===== config.mk =====
export PLATFORM = sky130hd
export DESIGN_NAME = hash_host_if
export DESIGN_NICKNAME = d
export VERILOG_FILES = /design/src/rtl/hash_if_pkg.sv /design/src/rtl/hash_digest_ser.sv /design/src/rtl/hash_host_if.sv
export SDC_FILE = /design/constraint.sdc
export NUM_CORES = 1
export LEC_CHECK = 0
export BUFFER_PORTS_ARGS = -buffer_cell sky130_fd_sc_hd__buf_2
export CORE_ASPECT_RATIO = 0.5
export CORE_MARGIN = 8
export CORE_UTILIZATION = 47
export DETAILED_ROUTE_END_ITERATION = 8
export PLACE_DENSITY = 0.87
export SLEW_MARGIN = 5
export SYNTH_ARGS = -nofsm -noshare
export SYNTH_HDL_FRONTEND = slang
export SYNTH_HIERARCHICAL = 1
export SYNTH_SLANG_ARGS = --single-unit

===== constraint.sdc =====
create_clock -name clk -period 7.9 [get_ports clk]
set_input_delay 0.79 -clock clk [delete_from_list [all_inputs] [get_ports clk]]
set_output_delay 0.79 -clock clk [all_outputs]
set_load 0.005 [all_outputs]

===== src/rtl/hash_if_pkg.sv =====
// Shared definitions for the hash host bridge: FSM state codes and sizing helpers.
package hash_if_pkg;

    typedef logic [2:0] state_t;

    localparam state_t S_LEN   = 3'd0;
    localparam state_t S_MSG   = 3'd1;
    localparam state_t S_START = 3'd2;
    localparam state_t S_BUSY  = 3'd3;
    localparam state_t S_RD    = 3'd4;

    function automatic int cnt_w(input int n);
        return (n > 1) ? $clog2(n) : 1;
    endfunction

    function automatic int rd_words(input int data_w, input int digest_w);
        return digest_w / data_w;
    endfunction

    function automatic int max2(input int a, input int b);
        return (a > b) ? a : b;
    endfunction

endpackage


===== src/rtl/hash_digest_ser.sv =====
// Digest serialiser: returns one DATA_W slice per read-advance strobe, most significant slice first.
module hash_digest_ser
    import hash_if_pkg::*;
#(
    parameter int DATA_W   = 16,
    parameter int DIGEST_W = 256
) (
    input  logic                clk,
    input  logic                rst,
    input  logic                adv,
    input  logic [DIGEST_W-1:0] digest,
    output logic [DATA_W-1:0]   rdata,
    output logic                rvalid,
    output logic                last
);

    localparam int RD_WORDS = rd_words(DATA_W, DIGEST_W);
    localparam int RW       = cnt_w(RD_WORDS);

    logic [RW-1:0]     rcnt_r;
    logic [DATA_W-1:0] word_s;

    assign last = (rcnt_r == RW'(RD_WORDS - 1));

    // Select the slice addressed by the read pointer; slice 0 sits at the digest MSBs
    always_comb begin
        word_s = '0;
        for (int k = 0; k < RD_WORDS; k++) begin
            word_s = (rcnt_r == RW'(k)) ? digest[DIGEST_W-1-k*DATA_W -: DATA_W] : word_s;
        end
    end

    // Capture one slice per accepted read and step the pointer, wrapping after the last slice
    always_ff @(posedge clk or posedge rst) begin
        if (rst) begin
            rcnt_r <= '0;
            rdata  <= '0;
            rvalid <= 1'b0;
        end else if (adv) begin
            rdata  <= word_s;
            rvalid <= 1'b1;
            rcnt_r <= last ? '0 : rcnt_r + RW'(1);
        end else begin
            rvalid <= 1'b0;
        end
    end

endmodule


===== src/rtl/hash_host_if.sv =====
// Host-side bridge to a block hash core: header and block loading, core start/busy handshake, digest readout.
// Optional block counter enabled by defining HCIF_BLK_CNT_EN.
module hash_host_if
    import hash_if_pkg::*;
#(
    parameter int DATA_W      = 16,
    parameter int DIGEST_W    = 256,
    parameter int LEN_WORDS   = 4,
    parameter int BLOCK_WORDS = 96
) (
    input  logic                clk,
    input  logic                rst,
    input  logic                wr_en,
    input  logic [DATA_W-1:0]   wdata,
    output logic                wr_ready,
    input  logic                rd_en,
    output logic [DATA_W-1:0]   rdata,
    output logic                rvalid,
    output logic                err,
    output logic [DATA_W-1:0]   core_data,
    output logic                ld_cnt,
    output logic                ld_msg,
    output logic                start,
    input  logic                busy,
    input  logic [DIGEST_W-1:0] digest,
    output logic                digest_valid,
    output logic [31:0]         blk_cnt
);

    localparam int WW = cnt_w(max2(LEN_WORDS, BLOCK_WORDS));

    state_t        state_r;
    logic [WW-1:0] wcnt_r;
    logic          dv_r;
    logic          err_r;
    logic          busy_chk_r;

    logic in_len_s, in_msg_s, wcnt_zero_s, len_last_s, blk_last_s;
    logic rd_adv_s, wr_acc_s, blk_done_s, last_rd_s;

    // Request decode; a legal read takes priority over a simultaneous write
    always_comb begin
        in_len_s    = (state_r == S_LEN);
        in_msg_s    = (state_r == S_MSG);
        wcnt_zero_s = (wcnt_r == '0);
        len_last_s  = (wcnt_r == WW'(LEN_WORDS - 1));
        blk_last_s  = (wcnt_r == WW'(BLOCK_WORDS - 1));
        rd_adv_s    = rd_en && ((in_msg_s && dv_r && wcnt_zero_s) || (state_r == S_RD));
        wr_ready    = (in_len_s || in_msg_s) && !rd_adv_s;
        wr_acc_s    = wr_en && wr_ready;
        ld_cnt      = wr_acc_s && in_len_s;
        ld_msg      = wr_acc_s && in_msg_s;
        start       = (state_r == S_START) && !busy;
        blk_done_s  = (state_r == S_BUSY) && busy_chk_r && !busy;
    end

    assign core_data    = wdata;
    assign digest_valid = dv_r;
    assign err          = err_r;

    // Main control FSM; busy is ignored on the first S_BUSY cycle while the core reacts to start
    always_ff @(posedge clk or posedge rst) begin
        if (rst) begin
            state_r    <= S_LEN;
            wcnt_r     <= '0;
            dv_r       <= 1'b0;
            err_r      <= 1'b0;
            busy_chk_r <= 1'b0;
        end else begin
            err_r <= (rd_en && !rd_adv_s) || (wr_en && !wr_ready);
            case (state_r)
                S_LEN: begin
                    if (wr_acc_s) begin
                        if (len_last_s) begin
                            state_r <= S_MSG;
                            wcnt_r  <= '0;
                        end else begin
                            wcnt_r <= wcnt_r + WW'(1);
                        end
                    end
                end
                S_MSG: begin
                    if (rd_adv_s) begin
                        state_r <= S_RD;
                    end else if (wr_acc_s) begin
                        if (wcnt_zero_s) begin
                            dv_r <= 1'b0;
                        end
                        if (blk_last_s) begin
                            state_r <= S_START;
                            wcnt_r  <= '0;
                        end else begin
                            wcnt_r <= wcnt_r + WW'(1);
                        end
                    end
                end
                S_START: begin
                    if (!busy) begin
                        state_r    <= S_BUSY;
                        busy_chk_r <= 1'b0;
                    end
                end
                S_BUSY: begin
                    busy_chk_r <= 1'b1;
                    if (blk_done_s) begin
                        state_r <= S_MSG;
                        dv_r    <= 1'b1;
                    end
                end
                S_RD: begin
                    if (rd_adv_s && last_rd_s) begin
                        state_r <= S_LEN;
                        dv_r    <= 1'b0;
                    end
                end
                default: begin
                    state_r <= S_LEN;
                    wcnt_r  <= '0;
                    dv_r    <= 1'b0;
                end
            endcase
        end
    end

`ifdef HCIF_BLK_CNT_EN
    logic [31:0] blk_cnt_r;

    // Completed-block counter, wraps modulo 2^32
    always_ff @(posedge clk or posedge rst) begin
        if (rst) begin
            blk_cnt_r <= 32'd0;
        end else if (blk_done_s) begin
            blk_cnt_r <= blk_cnt_r + 32'd1;
        end else begin
            blk_cnt_r <= blk_cnt_r;
        end
    end

    assign blk_cnt = blk_cnt_r;
`else
    assign blk_cnt = 32'd0;
`endif

    hash_digest_ser #(
        .DATA_W   (DATA_W),
        .DIGEST_W (DIGEST_W)
    ) u_ser (
        .clk    (clk),
        .rst    (rst),
        .adv    (rd_adv_s),
        .digest (digest),
        .rdata  (rdata),
        .rvalid (rvalid),
        .last   (last_rd_s)
    );

endmodule


After elaboration in Yosys (flattened, before gate mapping)
Index checks and enable logic that the tools add are counted.
Widths: inputs -> output; s select.
Word-level totals
  input bits: 277
  register bits: 34
  word-level logic and storage cells: 113
Cells by class
  reduce and logical (&&, ||, !) cells: 29
  bitwise gates (word level): 2
  add/subtract/negate cells: 2
  mux-type cells: 41
  eq/ne operators: 31
Operators with widths (count)
  $mux 16: 16
  $mux 7: 5
  $eq 4x4->1 const B: 8
  $mux 3: 8
  $pmux 7 s3: 1
  $eq 4x3->1 const B: 4
  $pmux 3 s5: 1
  $logic_and 1x1->1: 13
  $ne 2x1->1 const B: 5
  $eq 4x2->1 const B: 2
  $add 7x1->7 const B: 1
  $eq 7x2->1 const B: 1
  $eq 7x7->1 const B: 1
  $logic_not 7->1: 1
  $mux 1: 7
  $reduce_and 7->1: 1
  $eq 3x2->1 const B: 2
  $ne 2x2->1 const B: 3
  $ne 3x1->1 const B: 2
  $reduce_and 6->1: 1
  $add 4x1->4 const B: 1
  $eq 4x1->1 const B: 1
  $logic_not 4->1: 1
  $mux 4: 1
  other kinds (13): 18

Logic depth before layout (Yosys ltp)
Gate-level depths: netlist of run 1.
  word-level depth: 17
  depth in mapped cells: 12

Hierarchy
Netlist of run 1, hierarchy kept.
Modules (own cells, without submodules)
  hash_digest_ser: area each 3922.5 um^2, cells an instance 560, sequential area each 525.5 um^2, times used 1
  hash_host_if: area each 1216.2 um^2, cells an instance 150, sequential area each 325.3 um^2, times used 1

Least setup slack after synthesis of run 1
No wires, ideal clock.
  path kind: register to register
  from: register wcnt_r[5]
  to: register u_ser.rdata[0]
  buffers on the path: 4
  period minus slack after synthesis: 2.474 ns
  setup slack: 5.426 ns
  stages on the path, launching flop included: 12
  setup time: 0.131 ns
  arrival time: 2.342 ns
  path through: dfrtp_1 nor3_2 and4_1 buf_6 nand2_1 a211oi_1 clkbuf_1 clkbuf_1 clkbuf_1 o21ai_0 o21ai_0 o21ai_0
On the way
  word-level cells in the longest chain between the ends: 4
RTL lines
  from (decl): RTL line hash_host_if.sv:33  | logic [WW-1:0] wcnt_r;
  from (signal assigned): RTL line hash_host_if.sv:78  | wcnt_r <= wcnt_r + WW'(1);
  from (signal assigned): RTL line hash_host_if.sv:93  | wcnt_r <= wcnt_r + WW'(1);
  $logic_not 7->1: RTL line hash_host_if.sv:45  | wcnt_zero_s = (wcnt_r == '0);
  $logic_and 1x1->1: RTL line hash_host_if.sv:48  | rd_adv_s = rd_en && ((in_msg_s && dv_r && wcnt_zero_s) || (state_r == S_RD));
  $logic_or 1x1->1: RTL line hash_host_if.sv:48
  $logic_and 1x1->1: RTL line hash_host_if.sv:48
  named net rd_adv_s: RTL line hash_host_if.sv:39  | logic rd_adv_s, wr_acc_s, blk_done_s, last_rd_s;
  to (signal assigned): RTL line hash_digest_ser.sv:40  | rdata <= word_s;
  to (decl): RTL line hash_digest_ser.sv:12  | output logic [DATA_W-1:0] rdata,
The timed path passes the listed nets, and every way through them passes these cells.
A chain may end at the register's enable or synchronous reset.

Worst setup path in the final report of run 1
  from: register u_ser.rcnt_r[0]
  to: register u_ser.rdata[3]
On the way
  word-level cells in the longest chain between the ends: 17
  elaborated cells on any way between the ends: 32
RTL lines
  from (decl): RTL line hash_digest_ser.sv:20  | logic [RW-1:0] rcnt_r;
  from (signal assigned): RTL line hash_digest_ser.sv:42  | rcnt_r <= last ? '0 : rcnt_r + RW'(1);
  $logic_not 4->1: RTL line hash_digest_ser.sv:29  | word_s = (rcnt_r == RW'(k)) ? digest[DIGEST_W-1-k*DATA_W -: DATA_W] : word_s;
  $mux 16 (15 in a row): RTL line hash_digest_ser.sv:29
  $mux 16 (*): RTL line hash_digest_ser.sv:29
Every way passes the cells marked *; elsewhere a longest branch is shown, timed or not.

==> results of run 1 <==
==> kinds of logic after synthesis <==
family | count (synthesis) | share of synthesized area, %
AO/OA/AOI/OAI | 324 | 44.9
flip-flops | 34 | 16.6
adder cells (fa/ha/maj) | 6 | 1.46
other | 1 | 0.0730
XOR/XNOR | 1 | 0.170
buffers and inverters | 169 | 18.2
AND/OR/NAND/NOR | 175 | 18.6
==> state kept, by name, summed over array words and instances, names as in the netlist <==
signal        count
busy_chk_r        1
u_ser/rvalid      1
state_r           3
err               1
u_ser/rdata      16
digest_valid      1
wcnt_r            7
u_ser/rcnt_r      4
==> how the worst max path moves through the flow <==
stage          cells after the start                   startpoint                           to  slack, ns
2_1_floorplan                     11        wcnt_r[5]$_DFFE_PP0P_   u_ser/rdata[0]$_DFFE_PP0P_       5.43
3_3_place_gp                       7  u_ser/rcnt_r[0]$_DFFE_PP0P_   u_ser/rdata[1]$_DFFE_PP0P_       4.73
3_5_place_dp                       7  u_ser/rcnt_r[0]$_DFFE_PP0P_  u_ser/rdata[12]$_DFFE_PP0P_       4.62
4_1_cts                            7  u_ser/rcnt_r[0]$_DFFE_PP0P_   u_ser/rdata[3]$_DFFE_PP0P_       4.59
5_1_grt                            7  u_ser/rcnt_r[0]$_DFFE_PP0P_   u_ser/rdata[8]$_DFFE_PP0P_       4.29
6_report                           7  u_ser/rcnt_r[0]$_DFFE_PP0P_   u_ser/rdata[3]$_DFFE_PP0P_       4.43
==> area by class of cell <==
class	instances	area [sq um]	area share (%)
Antenna cell	2	5.00	0.0795
Clock buffer	7	133	2.11
Inverter	46	173	2.74
Multi-Input combinational cell	538	3520	55.8
Sequential cell	34	851	13.5
Tap cell	145	181	2.88
Timing Repair Buffer	286	1440	22.8
==> power breakdown <==
part           leakage, nW  switching [mW]  total (mW)  internal (mW)
logic                 2.37            1.03        1.71          0.682
clock network       0.0640          0.0753       0.191          0.115
registers            0.420          0.0809       0.326          0.245
total                 2.86            1.18        2.23           1.04
==> cells in the mapped netlist, types with 15 or more instances <==
cell,instances
a21oi_1,98
buf_4,50
inv_1,45
nor2_1,43
o21ai_0,42
clkbuf_1,40
dfrtp_1,34
a211oi_1,33
nand2_1,33
nor2b_1,33
nor3b_1,32
o31ai_1,31
o22ai_1,23
buf_2,21
o41a_1,16
o21a_1,15
==> metrics by stage <==
| stage | cell area (sq um) | cells |
|---|---|---|
| floorplan | 5260 | 741 |
| global placement | 6160 | 1049 |
| detailed placement | 6160 | 1049 |
| CTS | 6290 | 1056 |
| global route | 6300 | 1058 |
| finish | 6300 | 1058 |
==> routing by layer <==
layer	part of all wire [%]	wire length (um)
met2	46	10300
met3	11	2450
met5	0.081	18
met4	3.1	693
met1	39	8690
==> reports/metrics.cfg, run 1 <==
[placed_design]
place_ws_ns = 4.62
hpwl_mm = 16.9
globalplace.congestion = 0.966
io_buffers = 283

[min_path]
min_path_type = flip-flop to flip-flop
hold_path_end = busy_chk_r$_DFFE_PP0P_
whs_path_depth = 1
min-delay-start = busy_chk_r$_DFFE_PP0P_

[finish]
mostFrequentLayoutCell = buf_2
syn_to_final_growth_pct = 22.6
fin_nets = 1194
utilization_pct = 58.3
layout_common_cells = 283 x buf_2, 98 x a21oi_1, 45 x inv_1
drive_gt1_share_pct = 35.7
nFillCells = 1052

[clock_tree]
clock-root-buffer = clkbuf_16
post-cts-setup-buffers = 0
cts_resized = 0
cts_buffers = 5
cts_tree = done
holdBufCountCts = 0
htreeDepth = 2
clk_path_buf_depth = 2
clkLatencyLatePin_ns = 0.29
cts.sinks = 34
clkTransAtPathRegs_ns = 0.05

[timing]
setup_viol = 0
maxSlewHeadroom_pct = 13.9
hold_violations = 0
max_freq_mhz = 288
slew_violations = 0
post-route-period-util_pct = 43.9
hold_slack_ns = 0.504
fin_skew_ns = 0.00615
worst_pin_slew_ns = 1.28
grt_setup_unrepaired = no
setup_tns_ns = 0
fin_ws_ns = 4.43
period_needed_ns = 3.47

[routing]
drc = 0
vias = 6429
drtIter0Drc = 861
wl_per_cell_um = 20.9
detail-route-antenna-nets = 0
drtPass1Iterations = 7
viasPerCell = 6.08
wirelength_mm = 22.2

[synthesis]
synth_edf_count = 0
ys_seq_area_share_pct = 16.6
syn_area_sq_um = 5140
syn_avg_cell_area_sq_um = 7.24
netlist.area_leader.share_pct = 16.6
ys_ff_latch = 34
synth_area_leaders = dfrtp_1 17%, a21oi_1 9.5%, buf_4 7.3%, a211oi_1 4.8%, nor3b_1 4.7%
yosysTopAreaCell = dfrtp_1
synth_top_flop_cell = dfrtp_1
synthArstFlopShare_pct = 100
ys_types = 60
postSynthCellCount = 710
ys_warn_count = 6

[floorplan]
core_area_sq_um = 10800
dieArea_sq_um = 14700
die_x_um = 164
io_pins = 348
std_cell_rows = 27
die_h_um = 89.9
start_util_pct = 47.5

[global_route]
grt_pass1_wl_mm = 33.6
met3_usage_pct = 7.23
grt.overflow.total = 0
met2_usage_pct = 45.7
first_global_vias = 6303
grt_use_total_pct = 28.0
top_usage_layer = met2
grt_max_degree = 115
antenna_found_initial = 4
grtUsageMet1_pct = 35.2

[power_and_ir_drop]
p_total_mw = 2.23
p_leak_nw = 2.86
peakVddDrop_mv = 0.220
power.density_nw_per_um2 = 353

[critical_path]
r2r-end = u_ser/rdata[3]$_DFFE_PP0P_
endpoint_kind = flip-flop
r2r_cells = 7
cpMostUsedCell = inv_1
critPathBufInv = 2
critical_path_class = flip-flop to flip-flop
critPathTopFamily = compound AO/OA/AOI/OAI gates
start_kind = flip-flop
arrival_ns = 3.63
cp_max_fo = 114
critPathSlowestCell = ha_4
r2r_start = u_ser/rcnt_r[0]$_DFFE_PP0P_
path_cells = inv_1 > ha_4 > inv_1 > o21ai_0 > o22ai_1 > o221a_1 > o41a_1
required_ns = 8.06
max_stage_delay_ns = 0.98
r2r_setup_slack_ns = 4.43

[job]
max_cap_violations = 0

[outcome]
status = finished, final reports clean

Power figures use the tool's default switching activity.
==> inputs of run 2 (changes only) <==
- ABC_AREA: not set -> 1
- CORE_UTILIZATION: 47 -> 44
- PLACE_DENSITY: 0.87 -> 0.82
- clock period: 7.9 -> 3.6 ns (I/O delays scaled with it)
==> run 2 against run 1 <==
The run now ends with DRC left. Routed wire length down 4.0%. Area after synthesis up 0.88%. Critical path depth up 12. Clock power rose to 2.6 times the previous value. Total power up 100%. Register-to-register slack worse by 3.7 ns. Worst setup slack worse by 3.7 ns.
==> reports/metrics.cfg, run 2 <==
[outcome]
status = finished with violations
failed_checks = DRC

[timing]
setup_tns_ns = 0  ; unchanged
grt_setup_unrepaired = no
slew_violations = 0  ; unchanged
fin_skew_ns = 0.00726  ; +0.00111 ns
fin_ws_ns = 0.698  ; -3.73 ns
setup_viol = 0  ; unchanged
worst_pin_slew_ns = 1.16  ; -0.117 ns
period_needed_ns = 2.90  ; -0.568 ns
maxSlewHeadroom_pct = 22.1  ; +8.1 points
post-route-period-util_pct = 80.6  ; +37 points
max_freq_mhz = 345  ; +20%
hold_violations = 0  ; unchanged

[clock_tree]
cts_tree = done
clkTransAtPathRegs_ns = 0.06  ; about the same
clk_path_buf_depth = 2  ; unchanged
htreeDepth = 2  ; unchanged
cts_resized = 0  ; unchanged
holdBufCountCts = 0  ; unchanged
post-cts-setup-buffers = 0  ; unchanged
cts.sinks = 34  ; unchanged
cts_buffers = 5  ; unchanged
clock-root-buffer = clkbuf_16
clkLatencyLatePin_ns = 0.28  ; about the same

[floorplan]
dieArea_sq_um = 15700  ; +6.7%
core_area_sq_um = 11700  ; +7.9%
die_x_um = 170  ; +3.4%
std_cell_rows = 28  ; +3.7%
die_h_um = 92.8  ; +3.1%
io_pins = 348  ; unchanged
start_util_pct = 44.4  ; -3.1 points

[critical_path]
arrival_ns = 3.06  ; -0.57 ns
endpoint_kind = flip-flop
max_stage_delay_ns = 0.45  ; -0.53 ns
required_ns = 3.76  ; -4.30 ns
critPathSlowestCell = nand2_1
critical_path_class = flip-flop to flip-flop
start_kind = flip-flop
cpMostUsedCell = nand2_1
cp_max_fo = 18  ; -84%
path_cells = inv_1 > ha_1 > buf_4 > nand2_1 > nand3_1 > nand2_1 > nand3_1 > nand2_1 > nand2_1 > nand2_1 > nand3_1 > nand3_1 > nand3_1 > nand2_1 > nand3_1 > nand2_1 > nand2_1 > nand2_1 > nand2_1
critPathBufInv = 2  ; unchanged
critPathTopFamily = simple AND/OR/NAND/NOR gates

[routing]
detail-route-antenna-nets = 0  ; unchanged
wirelength_mm = 21.3  ; -4.0%
drtIter0Drc = 555  ; -36%
wl_per_cell_um = 15.8  ; -24%
drtPass1Iterations = 8  ; +1
viasPerCell = 4.96  ; -18%
drc = 1  ; +1
vias = 6673  ; +3.8%

[finish]
fin_nets = 1462  ; +22%
largest_register_ffs = 16  ; unchanged
largest_registers = u_ser/rdata x16, wcnt_r x7, u_ser/rcnt_r x4
multi_input_area_sq_um = 3460  ; -1.7%
nFillCells = 1225  ; +16%
syn_to_final_growth_pct = 26.2
design_area_sq_um = 6540  ; +3.9%
mostFrequentLayoutCell = nand2_1
top_register = u_ser/rdata
drive_gt1_share_pct = 31.5  ; -4.2 points
layout_common_cells = 295 x nand2_1, 283 x buf_2, 150 x nand3_1
regArea_sq_um = 851  ; unchanged

[synthesis]
netlist.area_leader.share_pct = 21.4  ; +4.8 points
ys_types = 36  ; -40%
ys_seq_area_share_pct = 16.4  ; -0.14 points
syn_area_sq_um = 5180  ; +0.88%
postSynthCellCount = 945  ; +33%
post-synth-top-count-cell = nand2_1
synth_common_cells = 295 x nand2_1, 150 x nand3_1, 116 x nor2_1
ys_warn_count = 6  ; unchanged
syn_avg_cell_area_sq_um = 5.49  ; -24%
synth_top_flop_cell = dfrtp_1
ys_ff_latch = 34  ; unchanged
synth_edf_count = 0  ; unchanged
synthArstFlopShare_pct = 100  ; unchanged
synth_area_leaders = nand2_1 21%, dfrtp_1 16%, nand3_1 14%, nor2_1 8.4%, buf_4 7.4%
yosysTopAreaCell = nand2_1

[global_route]
grt_max_degree = 49  ; -57%
grt_pass1_wl_mm = 32.2  ; -4.1%
grt.overflow.total = 0  ; unchanged
antenna_found_initial = 0  ; -4
first_global_vias = 6335  ; +0.51%
grt_use_total_pct = 25.0  ; -3.0 points

[power_and_ir_drop]
peakVddDrop_mv = 0.316  ; +44%
p_leak_nw = 3.87  ; +35%
power.density_nw_per_um2 = 679  ; +92%

[min_path]
min_path_type = primary input to async pin

[job]
max_cap_violations = 0  ; unchanged

[placed_design]
io_buffers = 283  ; unchanged
hpwl_mm = 17.3  ; +2.7%
place_ws_ns = 0.781  ; -3.84 ns
placed_area_sq_um = 6370  ; +3.4%
globalplace.congestion = 0.961  ; -0.52%

run 2: cell count changes in the layout (fill, tap and decap cells not counted), moves of 23 or more:
cell	change
nor3b_1	-32
a21oi_1	-80
o31ai_1	-31
nand3_1	+141
nor2b_1	-33
nor2_1	+71
o21ai_0	-24
o22ai_1	-23
nand2_1	+262
a211oi_1	-30
inv_1	+45
or2_2	+38
run 2: worst reg2reg max path: cells and delay by family (launching register included):
family                     cells  cell delay [ns]
DFF                            1             0.39
adders and majority gates      1             0.20
buffers and inverters          2             0.30
and+or+nand+nor               16             1.90
run 2: path summary, 6_finish.rpt:
check | from | to | slack, ns | depth (start not counted)
max reg2reg | u_ser/rcnt_r[0]$_DFFE_PP0P_ | u_ser/rdata[2]$_DFFE_PP0P_ | 0.70 | 19
min in group clk | rd_en | err$_DFF_PP0_ | 0.38 | 3
min | rst | state_r[2]$_DFFE_PP0P_ | 0.11 | 2
min reg2reg | u_ser/rdata[14]$_DFFE_PP0P_ | u_ser/rdata[14]$_DFFE_PP0P_ | 0.48 | 2
max | u_ser/rcnt_r[0]$_DFFE_PP0P_ | u_ser/rdata[2]$_DFFE_PP0P_ | 0.70 | 19
max in group asynchronous | rst | u_ser/rdata[3]$_DFFE_PP0P_ | 2.77 | 2
run 2: report_power, final:
group | internal, mW | total (mW) | switching (mW)
combinational | 1.15 | 3.28 | 2.13
sequential | 0.527 | 0.665 | 0.139
clock | 0.342 | 0.504 | 0.162
total | 2.02 | 4.45 | 2.43
run 2: cell type report:
class                   count  area share (%)
multi-input cells         745            52.8
repair buffers            291            22.6
flip-flops and latches     34            13.0
inverters                 102            5.85
well taps                 165            3.15
clock buffers               6            2.12
clock inverters             1           0.459
diodes                      1          0.0382
run 2: metal layers:
layer | track usage [%] | wire length [um] | vias up
met5 | 0 | 0 | -
met4 | 8.71 | 559 | 0
met3 | 5.43 | 1980 | 52
met2 | 43.2 | 10500 | 336
met1 | 30.6 | 8240 | 2967
li1 | - | - | 3318
run 2: cell families after synthesis:
family                     after synthesis  share of synthesized area, %
and+or+nand+nor                        650                          56.0
buffers and inverters                  197                          19.3
AOI/OAI and AO/OA                       52                          5.91
DFF                                     34                          16.4
adders and majority gates                6                          1.45
xor gates and xnor gates                 5                         0.845
other                                    1                        0.0723
run 2: stage by stage:
stage / util, % / hold slack, ns / power, mW / instances
2_1_floorplan: - / 0.237 / 3.04 / 976
3_3_place_gp: 54.6 / 0.429 / 3.82 / 1337
4_1_cts: 56.1 / 0.139 / 4.41 / 1344
6_report: 56.1 / 0.113 / 4.45 / 1345
5_1_grt: 56.1 / 0.176 / 4.95 / 1344
3_5_place_dp: 54.6 / 0.439 / 3.89 / 1337
